**src/rtl/metronomo_tempo_if.sv**
```systemverilog
// metronomo_tempo_if: tempo request handshake between a requester and the beat-timing stage
interface metronomo_tempo_if #(
    parameter int BPM_W = 9
);
    logic [BPM_W-1:0] bpm_in;
    logic             bpm_valid;
    logic             bpm_ready;
    modport master (output bpm_in, output bpm_valid, input bpm_ready);
    modport slave  (input bpm_in, input bpm_valid, output bpm_ready);
endinterface

```
**src/rtl/metronomo_tempo.sv**
```systemverilog
// metronomo_tempo: BPM to cycle period via serial divider, plus beat/bar tick generation
module metronomo_tempo #(
    parameter int CLK_HZ      = 50_000_000,
    parameter int CNT_W       = 32,
    parameter int BPM_W       = 9,
    parameter int BPM_MIN     = 30,
    parameter int BPM_MAX     = 300,
    parameter int BPM_DEFAULT = 60,
    parameter int BEATS       = 4,
    localparam int IDX_W      = $clog2(BEATS)
) (
    input  logic                 clk,
    input  logic                 rst,
    metronomo_tempo_if.slave     bus,
    input  logic                 run_en,
    output logic                 beat_tick,
    output logic                 bar_tick,
    output logic [IDX_W-1:0]     beat_idx,
    output logic [CNT_W-1:0]     period_out
);
    localparam logic [63:0]       N64       = 64'(CLK_HZ) * 64'd60;
    localparam logic [CNT_W-1:0]  N         = N64[CNT_W-1:0];
    localparam logic [CNT_W-1:0]  P_RST     = CNT_W'(N64 / 64'(BPM_DEFAULT));
    localparam logic [CNT_W-1:0]  D_MIN     = CNT_W'(BPM_MIN);
    localparam logic [CNT_W-1:0]  D_MAX     = CNT_W'(BPM_MAX);
    localparam int                STEP_W    = $clog2(CNT_W + 1);
    localparam logic [STEP_W-1:0] STEP_LAST = STEP_W'(CNT_W - 1);
    localparam logic [IDX_W-1:0]  IDX_LAST  = IDX_W'(BEATS - 1);

    typedef enum logic [1:0] {IDLE, DIV, LOAD} state_t;

    state_t             state_q, state_d;
    logic [CNT_W-1:0]   div_q, div_d, rem_q, rem_d, quo_q, quo_d, period_q, period_d, cnt_q, cnt_d;
    logic [STEP_W-1:0]  step_q, step_d;
    logic [IDX_W-1:0]   idx_q, idx_d, idx_nx;
    logic               beat_q, beat_d, bar_q, bar_d;
    logic [CNT_W:0]     rem_sh;
    logic [CNT_W-1:0]   rem_sub, bpm_ext;
    logic               ge, wrap;

    // restoring division step: shift in next dividend bit (quotient register holds the unconsumed dividend)
    assign rem_sh  = {rem_q, quo_q[CNT_W-1]};
    assign ge      = rem_sh >= {1'b0, div_q};
    assign rem_sub = rem_sh[CNT_W-1:0] - div_q;
    assign bpm_ext = CNT_W'(bus.bpm_in);
    assign wrap    = cnt_q >= period_q - 1'b1;
    assign idx_nx  = (idx_q == IDX_LAST) ? '0 : idx_q + 1'b1;

    assign bus.bpm_ready = (state_q == IDLE);
    assign beat_tick     = beat_q;
    assign bar_tick      = bar_q;
    assign beat_idx      = idx_q;
    assign period_out    = period_q;

    // request FSM: accept and clamp tempo, divide one bit per cycle, then load the period
    always_comb begin
        state_d  = state_q;
        div_d    = div_q;
        rem_d    = rem_q;
        quo_d    = quo_q;
        step_d   = step_q;
        period_d = period_q;
        case (state_q)
            IDLE: if (bus.bpm_valid) begin
                div_d   = (bpm_ext < D_MIN) ? D_MIN : (bpm_ext > D_MAX) ? D_MAX : bpm_ext;
                rem_d   = '0;
                quo_d   = N;
                step_d  = '0;
                state_d = DIV;
            end
            DIV: begin
                rem_d   = ge ? rem_sub : rem_sh[CNT_W-1:0];
                quo_d   = {quo_q[CNT_W-2:0], ge};
                step_d  = step_q + 1'b1;
                state_d = (step_q == STEP_LAST) ? LOAD : DIV;
            end
            LOAD: begin
                period_d = quo_q;
                state_d  = IDLE;
            end
            default: state_d = IDLE;
        endcase
    end

    // beat counter: compare against the period in force, wrap and advance the bar position
    always_comb begin
        cnt_d  = '0;
        idx_d  = IDX_LAST;
        beat_d = 1'b0;
        bar_d  = 1'b0;
        if (run_en) begin
            cnt_d  = wrap ? '0 : cnt_q + 1'b1;
            idx_d  = wrap ? idx_nx : idx_q;
            beat_d = wrap;
            bar_d  = wrap && (idx_nx == '0);
        end
    end

    // state registers; reset abandons any division so no partial period is loaded
    always_ff @(posedge clk) begin
        if (rst) begin
            state_q  <= IDLE;
            div_q    <= D_MIN;
            rem_q    <= '0;
            quo_q    <= '0;
            step_q   <= '0;
            period_q <= P_RST;
            cnt_q    <= '0;
            idx_q    <= IDX_LAST;
            beat_q   <= 1'b0;
            bar_q    <= 1'b0;
        end else begin
            state_q  <= state_d;
            div_q    <= div_d;
            rem_q    <= rem_d;
            quo_q    <= quo_d;
            step_q   <= step_d;
            period_q <= period_d;
            cnt_q    <= cnt_d;
            idx_q    <= idx_d;
            beat_q   <= beat_d;
            bar_q    <= bar_d;
        end
    end
endmodule

```
**src/flat_wrapper.sv**
```systemverilog
// flat-port wrapper written by rule: the top's interface ports become plain ports
module metronomo_tempo_flat 
#(
    parameter int CLK_HZ      = 50_000_000,
    parameter int CNT_W       = 32,
    parameter int BPM_W       = 9,
    parameter int BPM_MIN     = 30,
    parameter int BPM_MAX     = 300,
    parameter int BPM_DEFAULT = 60,
    parameter int BEATS       = 4,
    localparam int IDX_W      = $clog2(BEATS)
)
  (clk, rst, run_en, beat_tick, bar_tick, beat_idx, period_out, bus_bpm_in, bus_bpm_valid, bus_bpm_ready);
  metronomo_tempo_if #(.BPM_W(BPM_W)) bus_i ();
  input  logic clk;
  input  logic rst;
  input  logic run_en;
  output logic beat_tick;
  output logic bar_tick;
  output logic [IDX_W-1:0] beat_idx;
  output logic [CNT_W-1:0] period_out;
  input wire logic [$bits(bus_i.bpm_in)-1:0] bus_bpm_in;
  input wire logic [$bits(bus_i.bpm_valid)-1:0] bus_bpm_valid;
  output wire logic [$bits(bus_i.bpm_ready)-1:0] bus_bpm_ready;
  assign bus_i.bpm_in = bus_bpm_in;
  assign bus_i.bpm_valid = bus_bpm_valid;
  assign bus_bpm_ready = bus_i.bpm_ready;
  metronomo_tempo #(.CLK_HZ(CLK_HZ), .CNT_W(CNT_W), .BPM_W(BPM_W), .BPM_MIN(BPM_MIN), .BPM_MAX(BPM_MAX), .BPM_DEFAULT(BPM_DEFAULT), .BEATS(BEATS)) u_core (.clk(clk), .rst(rst), .bus(bus_i), .run_en(run_en), .beat_tick(beat_tick), .bar_tick(bar_tick), .beat_idx(beat_idx), .period_out(period_out));
endmodule
```
**config.mk**
```make
export PLATFORM = sky130hd
export DESIGN_NAME = metronomo_tempo_flat
export DESIGN_NICKNAME = d
export VERILOG_FILES = /design/src/rtl/metronomo_tempo_if.sv /design/src/rtl/metronomo_tempo.sv /design/src/flat_wrapper.sv
export SDC_FILE = /design/constraint.sdc
export NUM_CORES = 1
export LEC_CHECK = 0
export ABC_AREA = 1
export CAP_MARGIN = 10
export CORE_MARGIN = 3
export CORE_UTILIZATION = 60
export DETAILED_ROUTE_END_ITERATION = 10
export HOLD_SLACK_MARGIN = 0.1
export PLACE_DENSITY_LB_ADDON = 0.2
export SLEW_MARGIN = 40
export SYNTH_ARGS = -nofsm -noshare
export SYNTH_HDL_FRONTEND = slang
export SYNTH_SLANG_ARGS = --single-unit
```
**constraint.sdc**
```tcl
create_clock -name clk -period 3.4 [get_ports clk]
set_clock_uncertainty 0.2 [all_clocks]
set_input_delay 0.68 -clock clk [delete_from_list [all_inputs] [get_ports clk]]
set_output_delay 0.68 -clock clk [all_outputs]
set_load 0.02 [all_outputs]
```
==> run_results.csv <==
group,metric,value,unit
run_status,status,"finished clean",
global_routing,gr-usage-met3,0.0505,
synthesis,synth_cell_types,43,
timing,fmax,295,MHz
placed_design,routabilityCongestion,0.957,
pwr,clock_power_share,0.280,
critical_path,crit_path_end_kind,"register",
synthesis,syn-mean-instance-area,6.81,um^2
placed_design,numPortBuffers,49,
synthesis,syn_area,8770,um^2
timing,slew_headroom,0.523,
timing,tightest_slew,715,ps
pwr,p_per_area,645,nW/um^2
final_layout,final_nets,1402,
critical_path,start_kind,"register",
pwr,vdd_drop_max,0.573,mV
pwr,switching_share,0.421,
clocking,cts_buffers,17,
floorplanning,start_util,0.622,
detailed_routing,drt_iter0_drc,663,
detailed_routing,drc,0,
synthesis,syn_nets,1346,
hold_path,min_path_type,"register to register",
placed_design,dpl.cell_count,1497,
detailed_routing,dr.pass1.iters,5,
detailed_routing,via_per_inst,5.60,
critical_path,worst_ep_arrival_time,3510,ps
global_routing,grt_usage,0.288,
synthesis,yosysSeqAreaShare,0.340,
global_routing,grt_start_max_net_pins,42,
floorplanning,ios,50,
final_layout,fillers,1194,
pwr,pwr-share-seq,0.305,
timing,hold_ws,270,ps
pwr,p_switching,2770,uW
pwr,internal_power,3810,uW
final_layout,final_cells,1536,
final_layout,n_antenna_cell,0,
global_routing,grt_use_met2,0.522,
floorplanning,die-area,16100,um^2
clocking,tritoncts,"yes",
global_routing,antenna_found_initial,0,
flow_run,cap_viol_max_count,0,
detailed_routing,wire_per_inst,15.2,um
detailed_routing,ant_nets,0,
critical_path,critPathMaxFanout,8,
clocking,htree_levels,4,
floorplanning,die_w,127,um
synthesis,yosys_warnings,0,
clocking,clkSinkCount,149,
synthesis,synth_top_area_share,0.340,
final_layout,seq_area,2990,um^2
clocking,cts_buffer_depth,2,
synthesis,syn_inst,1287,
critical_path,r2r_cells,19,
clocking,cts.clk_slew.worst_paths,60,ps
clocking,ctsHoldBuffers,0,
global_routing,grt_pass1_vias,8277,
final_layout,area_growth_syn_to_layout,16.5,%
detailed_routing,dr_total_vias,8600,
final_layout,drive_gt1_frac,0.0863,
timing,hold_violations,0,
critical_path,critPathKind,"register to register",
timing,rsz0062_at_grt,"yes",
synthesis,synth-seq-cells,149,
floorplanning,row_count,43,
hold_path,min_delay_path_depth,2,
clocking,clock-root-buffer,"clkbuf_16",
timing,setup_viol,0,
synthesis,synth_area_leaders,"dfxtp_1 (34%), nand2_1 (13%), inv_1 (7.7%), ha_1 (6.4%), nor2_1 (6.4%)",
global_routing,grt.busiest_layer,"met2",
synthesis,synth.largest_area_cell,"dfxtp_1",
timing,setup_tns,0,ps
timing,final.min_clock_period,3390,ps
detailed_routing,routed_wl,23300,um
floorplanning,core_area,14100,um^2
placed_design,dp_hpwl,16500,um
floorplanning,die_h,127,um
global_routing,grt_overflow,0,
clocking,clk_latency,430,ps
final_layout,multi_input_area,5010,um^2
pwr,combPwrFrac,0.415,
global_routing,met1_usage,0.336,
timing,fin_crit_sh,0.997,
critical_path,cp.required,3520,ps
timing,maxSlewViolCount,0,
global_routing,grt_pass1_wl,38300,um
pwr,p_leak,0.00454,uW
-- layout make-up --
cell class,instances,share of cell area
clock inverters,15,0.0143
repair buffers,70,0.0687
multi-input cells,918,0.491
clock buffers,17,0.0417
flip-flops and latches,149,0.293
well taps,180,0.0221
inverters,187,0.0696
-- per-stage QoR --
stage / instance area, um^2 / setup WS [ps] / power (uW) / util
after floorplan: 8770 / 233 / 4240 / -
after global placement: 9440 / 181 / 4680 / 0.670
after detailed placement: 9440 / 64.2 / 4710 / 0.670
after CTS: 10000 / 35.8 / 6540 / 0.710
after global routing: 10200 / -266 / 7080 / 0.724
final: 10200 / 9.21 / 6590 / 0.724
-- logic make-up (layout without fill, tap and decap cells) --
logic type / Yosys count / after routing / synth area share
simple gates: 630 / 630 / 0.314
compound gates: 176 / 176 / 0.115
fa+ha+maj: 46 / 46 / 0.0665
xor+xnor: 66 / 66 / 0.0659
buf+inv: 220 / 289 / 0.0988
flops: 149 / 149 / 0.340
-- timing repair --
| item | 4_1_cts | 5_1_grt |
|---|---|---|
| resized for setup | 0 | 35 |
| setup endpoints to repair | 0 | 36 |
| setup buffers | 0 | 4 |
-- final timing paths --
| path | endpoint | slack [ps] | from |
|---|---|---|---|
| hold / removal | u_core.div_q[8]$_SDFFE_PP0P_ | 270 | u_core.div_q[8]$_SDFFE_PP0P_ |
| hold reg to reg | u_core.div_q[8]$_SDFFE_PP0P_ | 270 | u_core.div_q[8]$_SDFFE_PP0P_ |
| setup reg to reg | u_core.cnt_q[6]$_SDFF_PP0_ | 9 | u_core.period_out[3]$_SDFFE_PP0N_ |
| setup / recovery | u_core.cnt_q[6]$_SDFF_PP0_ | 9 | u_core.period_out[3]$_SDFFE_PP0N_ |
-- power groups by stage --
stage	Clock, uW	Combinational, uW	Sequential, uW
6_report	1840	2730	2010
4_1_cts	1840	2690	2010
3_3_place_gp	0	2640	2040
3_5_place_dp	0	2670	2040
2_1_floorplan	0	2240	2010
5_1_grt	1920	3140	2030
-- state kept, by name, summed over array words and instances, names as in the netlist --
name               count
u_core.cnt_q          32
u_core.rem_q          32
u_core.period_out     32
u_core.step_q          6
u_core.bar_tick        1
u_core.quo_q          32
u_core.state_q         2
u_core.beat_idx        2
u_core.beat_tick       1
u_core.div_q           9
-- cells in the final DEF, fill, tap and decap left out, types with 2 or more instances in the layout --
master,Yosys,final
clkinv_4,0,4
nand3_1,76,75
a21oi_1,79,79
buf_6,3,3
o32ai_1,7,7
buf_4,0,15
nor2_1,149,134
nor4_1,5,5
ha_1,45,44
inv_2,3,4
o21ai_1,2,2
inv_6,0,4
nand3b_1,3,3
nor2_4,5,8
xor2_1,38,38
nand2_4,0,2
xnor2_1,28,28
dfxtp_1,149,147
nor3b_1,3,3
inv_1,181,179
nor3_1,17,17
nand4_1,35,35
inv_4,2,3
nand2_1,309,305
or2_2,2,2
clkdlybuf4s50_1,0,48
clkinvlp_4,0,4
nor2_2,12,24
a221oi_1,14,14
clkinv_2,1,2
nand2_2,5,7
o21a_1,3,3
o22ai_1,15,15
nand3_2,6,7
o21ai_0,49,49
clkbuf_16,0,19
-- cells in the mapped netlist --
master,n
xnor2_1,28
nor2_1,149
o22ai_1,15
nor4_1,5
o21bai_1,1
nand2_2,5
or2_1,1
nor3_1,17
or2_2,2
inv_4,2
nand3_1,76
buf_6,3
o21ai_1,2
o21a_1,3
a21boi_0,1
dfxtp_1,149
nor3_2,1
a31oi_1,1
nand3_2,6
fa_1,1
inv_1,181
xor2_1,38
buf_2,9
clkinv_2,1
a221oi_1,14
nand4_1,35
buf_1,4
a211oi_1,1
clkbuf_1,17
nor2_2,12
nand2_1,309
o32ai_1,7
nand3b_1,3
ha_1,45
a32o_1,1
nor2_8,1
o21ai_0,49
a21o_1,1
a21oi_1,79
nor2_4,5
nor3b_1,3
a22o_1,1
inv_2,3
-- per-layer routing --
layer	share of wire	wire [um]	vias to the layer above
li1	-	-	4276
met1	0.41	9610	3999
met2	0.51	11900	273
met3	0.052	1200	52
met4	0.026	597	0
met5	0	0	-
-- critical path, stage by stage, from the launching register on --
cell and delay (ps):
dfxtp_1 360, nor2_2 180, nand2_4 80, nor3_4 210, nand2_2 90, nor2_4 160, nand2_4 80, nor2_4 160
nand3_2 80, xor2_1 150, ha_1 300, nand2_2 60, nor2_2 110, nand4_1 130, nor2_1 160, nand4_1 200
nand4_1 230, buf_6 170, clkbuf_16 160, nor2_1 40
Power figures use the tool's default switching activity.
